## src/rtl/mem_bus_arbiter_if.sv

```systemverilog
// Bus bundle between the CPU controller, the DMA engine, main memory and mem_bus_arbiter.
// The slave modport is the arbiter's view; the master modport is the requesters/memory side.
interface mem_bus_arbiter_if #(
    parameter int ADDR_W = 12,
    parameter int DATA_W = 16
);
    logic              cpu_req;
    logic              cpu_we;
    logic [ADDR_W-1:0] cpu_addr;
    logic [DATA_W-1:0] cpu_wdata;
    logic [DATA_W-1:0] cpu_rdata;
    logic              cpu_wait_;

    logic              dma_req;
    logic              dma_we;
    logic [ADDR_W-1:0] dma_addr;
    logic [DATA_W-1:0] dma_wdata;
    logic [DATA_W-1:0] dma_rdata;
    logic              dma_ack;

    logic              mem_en;
    logic              mem_we;
    logic [ADDR_W-1:0] mem_addr;
    logic [DATA_W-1:0] mem_wdata;
    logic [DATA_W-1:0] mem_rdata;

    modport slave (
        input  cpu_req, cpu_we, cpu_addr, cpu_wdata,
        output cpu_rdata, cpu_wait_,
        input  dma_req, dma_we, dma_addr, dma_wdata,
        output dma_rdata, dma_ack,
        output mem_en, mem_we, mem_addr, mem_wdata,
        input  mem_rdata
    );

    modport master (
        output cpu_req, cpu_we, cpu_addr, cpu_wdata,
        input  cpu_rdata, cpu_wait_,
        output dma_req, dma_we, dma_addr, dma_wdata,
        input  dma_rdata, dma_ack,
        input  mem_en, mem_we, mem_addr, mem_wdata,
        output mem_rdata
    );
endinterface

```

## src/rtl/mem_bus_arbiter.sv

```systemverilog
// Shares the single main-memory port between the CPU and the DMA engine with
// fixed-latency accesses, round-robin tie-breaking and latched request data.
module mem_bus_arbiter #(
    parameter int ADDR_W     = 12,
    parameter int DATA_W     = 16,
    parameter int MEM_CYCLES = 2
) (
    input  logic               clk,
    input  logic               reset,
    mem_bus_arbiter_if.slave   bus
);

    typedef enum logic [1:0] {
        IDLE   = 2'd0,
        ACCESS = 2'd1,
        DONE   = 2'd2
    } state_t;

    localparam logic       OWN_CPU  = 1'b0;
    localparam logic       OWN_DMA  = 1'b1;
    localparam logic [3:0] CNT_INIT = 4'(MEM_CYCLES - 1);

    state_t            r_state;
    state_t            w_state_nxt;
    logic [3:0]        r_cnt;
    logic              r_owner;
    logic              r_last_grant;
    logic              r_we;
    logic [ADDR_W-1:0] r_addr;
    logic [DATA_W-1:0] r_wdata;
    logic [DATA_W-1:0] r_cpu_rdata;
    logic [DATA_W-1:0] r_dma_rdata;

    logic              w_grant;
    logic              w_grant_dma;
    logic              w_last_access;
    logic              w_mem_en;
    logic              w_dma_ack;
    logic              w_cpu_done;

    always_ff @(posedge clk) begin
        if (reset) begin
            r_state <= IDLE;
        end else begin
            r_state <= w_state_nxt;
        end
    end

    // On a tie the requester that did not win last time is granted.
    always_comb begin
        w_state_nxt   = r_state;
        w_grant       = 1'b0;
        w_grant_dma   = 1'b0;
        w_last_access = 1'b0;
        w_mem_en      = 1'b0;
        w_dma_ack     = 1'b0;
        w_cpu_done    = 1'b0;
        case (r_state)
            IDLE: begin
                if (bus.cpu_req || bus.dma_req) begin
                    w_grant     = 1'b1;
                    w_grant_dma = bus.dma_req && (!bus.cpu_req || (r_last_grant == OWN_CPU));
                    w_state_nxt = ACCESS;
                end
            end
            ACCESS: begin
                w_mem_en = 1'b1;
                if (r_cnt == 4'd0) begin
                    w_last_access = 1'b1;
                    w_state_nxt   = DONE;
                end
            end
            DONE: begin
                w_dma_ack   = (r_owner == OWN_DMA);
                w_cpu_done  = (r_owner == OWN_CPU);
                w_state_nxt = IDLE;
            end
            default: begin
                w_state_nxt = IDLE;
            end
        endcase
    end

    always_ff @(posedge clk) begin
        if (reset) begin
            r_cnt        <= 4'd0;
            r_owner      <= OWN_CPU;
            r_last_grant <= OWN_DMA;
            r_we         <= 1'b0;
            r_addr       <= '0;
            r_wdata      <= '0;
            r_cpu_rdata  <= '0;
            r_dma_rdata  <= '0;
        end else begin
            if (w_grant) begin
                r_owner      <= w_grant_dma;
                r_last_grant <= w_grant_dma;
                r_cnt        <= CNT_INIT;
                r_we         <= w_grant_dma ? bus.dma_we    : bus.cpu_we;
                r_addr       <= w_grant_dma ? bus.dma_addr  : bus.cpu_addr;
                r_wdata      <= w_grant_dma ? bus.dma_wdata : bus.cpu_wdata;
            end else if (w_mem_en && (r_cnt != 4'd0)) begin
                r_cnt <= r_cnt - 4'd1;
            end

            // Read data is valid only in the final access cycle.
            if (w_last_access && !r_we) begin
                if (r_owner == OWN_DMA) begin
                    r_dma_rdata <= bus.mem_rdata;
                end else begin
                    r_cpu_rdata <= bus.mem_rdata;
                end
            end
        end
    end

    assign bus.mem_en    = w_mem_en;
    assign bus.mem_we    = w_mem_en && r_we;
    assign bus.mem_addr  = r_addr;
    assign bus.mem_wdata = r_wdata;
    assign bus.cpu_rdata = r_cpu_rdata;
    assign bus.dma_rdata = r_dma_rdata;
    assign bus.dma_ack   = w_dma_ack;
    // Active-low stall: held off during reset, otherwise low until the CPU's own DONE cycle.
    assign bus.cpu_wait_ = reset || !(bus.cpu_req && !w_cpu_done);

endmodule

```

## src/flat_wrapper.sv

```systemverilog
// flat-port wrapper written by rule: the top's interface ports become plain ports
module mem_bus_arbiter_flat 
#(
    parameter int ADDR_W     = 12,
    parameter int DATA_W     = 16,
    parameter int MEM_CYCLES = 2
)
  (clk, reset, bus_cpu_req, bus_cpu_we, bus_cpu_addr, bus_cpu_wdata, bus_cpu_rdata, bus_cpu_wait_, bus_dma_req, bus_dma_we, bus_dma_addr, bus_dma_wdata, bus_dma_rdata, bus_dma_ack, bus_mem_en, bus_mem_we, bus_mem_addr, bus_mem_wdata, bus_mem_rdata);
  mem_bus_arbiter_if #(.ADDR_W(ADDR_W), .DATA_W(DATA_W)) bus_i ();
  input  logic clk;
  input  logic reset;
  input wire logic [$bits(bus_i.cpu_req)-1:0] bus_cpu_req;
  input wire logic [$bits(bus_i.cpu_we)-1:0] bus_cpu_we;
  input wire logic [$bits(bus_i.cpu_addr)-1:0] bus_cpu_addr;
  input wire logic [$bits(bus_i.cpu_wdata)-1:0] bus_cpu_wdata;
  output wire logic [$bits(bus_i.cpu_rdata)-1:0] bus_cpu_rdata;
  output wire logic [$bits(bus_i.cpu_wait_)-1:0] bus_cpu_wait_;
  input wire logic [$bits(bus_i.dma_req)-1:0] bus_dma_req;
  input wire logic [$bits(bus_i.dma_we)-1:0] bus_dma_we;
  input wire logic [$bits(bus_i.dma_addr)-1:0] bus_dma_addr;
  input wire logic [$bits(bus_i.dma_wdata)-1:0] bus_dma_wdata;
  output wire logic [$bits(bus_i.dma_rdata)-1:0] bus_dma_rdata;
  output wire logic [$bits(bus_i.dma_ack)-1:0] bus_dma_ack;
  output wire logic [$bits(bus_i.mem_en)-1:0] bus_mem_en;
  output wire logic [$bits(bus_i.mem_we)-1:0] bus_mem_we;
  output wire logic [$bits(bus_i.mem_addr)-1:0] bus_mem_addr;
  output wire logic [$bits(bus_i.mem_wdata)-1:0] bus_mem_wdata;
  input wire logic [$bits(bus_i.mem_rdata)-1:0] bus_mem_rdata;
  assign bus_i.cpu_req = bus_cpu_req;
  assign bus_i.cpu_we = bus_cpu_we;
  assign bus_i.cpu_addr = bus_cpu_addr;
  assign bus_i.cpu_wdata = bus_cpu_wdata;
  assign bus_cpu_rdata = bus_i.cpu_rdata;
  assign bus_cpu_wait_ = bus_i.cpu_wait_;
  assign bus_i.dma_req = bus_dma_req;
  assign bus_i.dma_we = bus_dma_we;
  assign bus_i.dma_addr = bus_dma_addr;
  assign bus_i.dma_wdata = bus_dma_wdata;
  assign bus_dma_rdata = bus_i.dma_rdata;
  assign bus_dma_ack = bus_i.dma_ack;
  assign bus_mem_en = bus_i.mem_en;
  assign bus_mem_we = bus_i.mem_we;
  assign bus_mem_addr = bus_i.mem_addr;
  assign bus_mem_wdata = bus_i.mem_wdata;
  assign bus_i.mem_rdata = bus_mem_rdata;
  mem_bus_arbiter #(.ADDR_W(ADDR_W), .DATA_W(DATA_W), .MEM_CYCLES(MEM_CYCLES)) u_core (.clk(clk), .reset(reset), .bus(bus_i));
endmodule
```

## config.mk

```make
export PLATFORM = sky130hd
export DESIGN_NAME = mem_bus_arbiter_flat
export DESIGN_NICKNAME = d
export VERILOG_FILES = /design/src/rtl/mem_bus_arbiter_if.sv /design/src/rtl/mem_bus_arbiter.sv /design/src/flat_wrapper.sv
export SDC_FILE = /design/constraint.sdc
export NUM_CORES = 1
export LEC_CHECK = 0
export ABC_AREA = 1
export CORE_UTILIZATION = 44
export CTS_BUF_LIST = sky130_fd_sc_hd__clkbuf_8 sky130_fd_sc_hd__clkbuf_16
export CTS_CLUSTER_DIAMETER = 120
export DETAILED_ROUTE_END_ITERATION = 10
export HOLD_SLACK_MARGIN = 0.02
export PLACE_DENSITY = 0.85
export SLEW_MARGIN = 20
export SYNTH_ARGS = -nofsm -noshare
export SYNTH_HDL_FRONTEND = slang
export SYNTH_SLANG_ARGS = --single-unit
```

## constraint.sdc

```tcl
create_clock -name clk -period 2.7 [get_ports clk]
set_clock_uncertainty 0.05 [all_clocks]
set_input_delay 0.405 -clock clk [delete_from_list [all_inputs] [get_ports clk]]
set_output_delay 0.405 -clock clk [all_outputs]
set_load 0.005 [all_outputs]
```

==> metrics.md <==
| Metric | Value |
|---|---|
| Postcts setup bufs | `0` |
| Maxcap violations | `0` |
| Yosys warnings | `0` |
| Final core utilization | `72.1%` |
| Register share of total power | `40.6%` |
| Vias in the first global route | `3,047` |
| Largest net degree at the start of global routing | `34` |
| Largest stage delay, worst path | `0.58 ns` |
| Maximum vdd drop | `300 uV` |
| Area delta synth->final | `53.8%` |
| Run status | `finished, final reports clean` |
| Kind of end point of the critical path | `output port` |
| Die width | `85.2 um` |
| R2R Path End | `u_core.bus.mem_wdata[0]` |
| Yosys cell types | `29` |
| Area leader, netlist | `dfxtp_1` |
| Net Sw Power | `0.814 mW` |
| Worst slew pin tran | `0.529 ns` |
| Cells on worst reg2reg path | `6` |
| Levels on crit path | `3` |
| CTS-repair resized insts | `0` |
| # setup viols final | `0` |
| Number of CTS-inserted buffers | `9` |
| Core area | `6490 um2` |
| Setup CP Type | `register to output port` |
| Gate Count Post-Synth | `413` |
| Via density | `5.23` |
| Register area | `1380 um2` |
| CTS tree | `done` |
| CP cell instances | `inv_2 -> nor3_1 -> clkdlybuf4s50_1` |
| Critical R2R Launch | `u_core.r_state[1]` |
| GRT overflow | `0` |
| Placer Congestion | `0.790` |
| Multi-input logic area | `1390 um2` |
| Clk pwr share | `34.5%` |
| Final worst-path cycle share | `88.7%` |
| P per Cell Area | `625 nW/um2` |
| Comb pwr share | `24.9%` |
| Routed wire length | `8.89 mm` |
| Power, Total | `2.93 mW` |
| Crit path buffers/inverters | `2` |
| Layout cells sized above 1 | `6.95%` |
| Gr usage total | `24.7%` |
| Mapped Nets | `492` |
| Drt pass-1 iters | `4` |
| LEAKAGE | `1.82 nW` |
| Worst Setup Start Kind | `register` |
| Top post-synthesis cells by area | `dfxtp_1 45%, nand2_1 9.7%, nor2_1 8.1%` |
| Io pins | `142` |
| Switching Fraction | `27.8%` |
| Syn avg cell area | `7.37 um2` |
| WP data required | `2.25 ns` |
| F_max | `0.418 GHz` |
| IO Port Bufs | `141` |
| Crit path time final | `2.39 ns` |
| Cell area after synthesis | `3040 um2` |
| Die Y | `85.2 um` |
| Global-route wire length before repair | `14.3 mm` |
| Worst R2R Setup Slack | `0.90 ns` |
| Slowest cell on crit path | `dfxtp_1` |
| Clk root buf | `clkbuf_8` |
| Slew Limit Fails | `0` |
| Hold Crit Class | `register to register` |
| Maximum fanout along the worst path | `19` |
| Internal power | `2.11 mW` |
| Wire per inst | `14.2 um` |
| DR iter-0 viols | `133` |
| Critical path destination | `bus_dma_ack` |
| Clock transition at path regs | `0.08 ns` |
| Post-synthesis sequential area ratio | `45.4%` |
| Top delay family on crit path | `buffers and inverters` |
| CTS Sinks | `69` |
| Initial antenna violation count | `0` |
| CTS H-Tree Depth | `3` |
| Clk_lat worst skew | `0.33 ns` |
| N_diodes | `0` |
| Yosys reg bits | `69` |
| Nets | `621` |
| Cts-stage hold buffer count | `0` |
| Hpwl dp | `6.24 mm` |
| Endpoints failing hold | `0` |
| Critical Path AT | `1.94 ns` |
| Floorplan row count | `29` |
| Slew margin rel. | `64.7%` |
| Initial Util | `46.9%` |
| Filler Cell Count | `534` |
| CTS Buffer Depth | `2` |
| Die area | `7250 um2` |
| Residual DRC | `0` |
| Unrepaired setup endpoints after global routing | `false` |
| CP startpoint | `u_core.r_owner` |
| Top-area cell type share of the netlist area | `45.4%` |
| Antenna-violating nets left | `0` |
| Fin Setup TNS | `0 ns` |
| Routed vias | `3,264` |
## sequential cells by signal, summed over array words and instances, names as in the netlist
signal,count
u_core.bus.cpu_rdata,16
u_core.bus.dma_rdata,16
u_core.bus.mem_wdata,16
u_core.bus.mem_addr,12
u_core.r_cnt,4
u_core.r_state,2
u_core.r_last_grant,1
u_core.r_owner,1
u_core.r_we,1
## worst min path at each step
stage / to / cells after the start / start
floorplan: u_core.r_last_grant / 2 / u_core.r_last_grant
global placement: u_core.bus.mem_wdata[3] / 2 / u_core.bus.mem_wdata[3]
detailed placement: u_core.bus.mem_addr[9] / 2 / u_core.bus.mem_addr[9]
CTS: u_core.bus.mem_addr[0] / 2 / u_core.bus.mem_addr[0]
global route: u_core.bus.mem_addr[0] / 2 / u_core.bus.mem_addr[0]
finish: u_core.bus.mem_addr[9] / 2 / u_core.bus.mem_addr[9]
## routing by layer
layer | vias to the layer above | GRT usage, % | wire length [um]
li1 | 1652 | - | -
met1 | 1478 | 28.3 | 3690
met2 | 130 | 43.3 | 4300
met3 | 4 | 10.1 | 856
met4 | 0 | 4.78 | 42
met5 | - | 0 | 0
## power groups by stage
stage / Sequential (mW) / Combinational (mW) / Clock [mW]
global route: 1.20 / 0.797 / 1.08
finish: 1.19 / 0.728 / 1.01
floorplan: 1.21 / 0.350 / 0
detailed placement: 1.21 / 0.726 / 0
global placement: 1.21 / 0.709 / 0
CTS: 1.19 / 0.729 / 1.02
## cell usage in the layout, fill, tap and decap left out, drive strengths merged
master / count
xor2: 1
nor3: 2
clkinv: 5
nand2: 79
nor2: 73
o211ai: 1
a31oi: 29
ha: 1
nand3: 3
dfxtp: 69
bufinv: 3
nand4: 33
inv: 25
a21oi: 4
o22ai: 1
o21ai: 57
buf: 9
nand3b: 1
clkbuf: 9
o311ai: 1
clkdlybuf4s50: 141
## cell usage after synthesis (all sizes together)
| library cell | count |
|---|---|
| a21oi | 4 |
| a31oi | 29 |
| buf | 22 |
| clkbuf | 10 |
| clkinv | 1 |
| dfxtp | 69 |
| ha | 1 |
| inv | 25 |
| nand2 | 79 |
| nand3 | 3 |
| nand3b | 1 |
| nand4 | 33 |
| nor2 | 73 |
| nor3 | 2 |
| o211ai | 1 |
| o21ai | 57 |
| o22ai | 1 |
| o311ai | 1 |
| xor2 | 1 |
## kinds of logic (layout without fill, tap and decap cells)
family / Yosys count / after routing / share of synthesized area (%)
and+or+nand+nor: 191 / 191 / 28.2
AOI/OAI and AO/OA: 93 / 93 / 16.9
DFF: 69 / 69 / 45.4
buffers and inverters: 58 / 192 / 8.92
adders and majority gates: 1 / 1 / 0.411
xor gates and xnor gates: 1 / 1 / 0.288
## cell type report
cell class / instances / area share [%]
timing repair buffer: 150 / 31.6
multi-input combinational: 286 / 29.7
sequential: 69 / 29.5
clock buffer: 9 / 2.64
clock inverter: 7 / 2.43
inverter: 26 / 2.08
tap: 77 / 2.06
## worst register-to-register path, stage by stage, from the launching register on
cell and delay [ns]:
dfxtp_1 0.35, nor2_2 0.17, buf_4 0.33, nand3_1 0.19, buf_4 0.27, o21ai_0 0.20
o21ai_0 0.11
## stage by stage
step                hold slack (ns)  area, um2  setup slack, ns  instances
detailed placement            0.394       4450            0.456        608
global route                  0.425       4680            0.218        624
CTS                           0.407       4680            0.320        624
finish                        0.406       4680            0.305        624
floorplan                     0.379       3040             1.28        413
global placement              0.389       4450            0.474        608
Power figures use the tool's default switching activity.
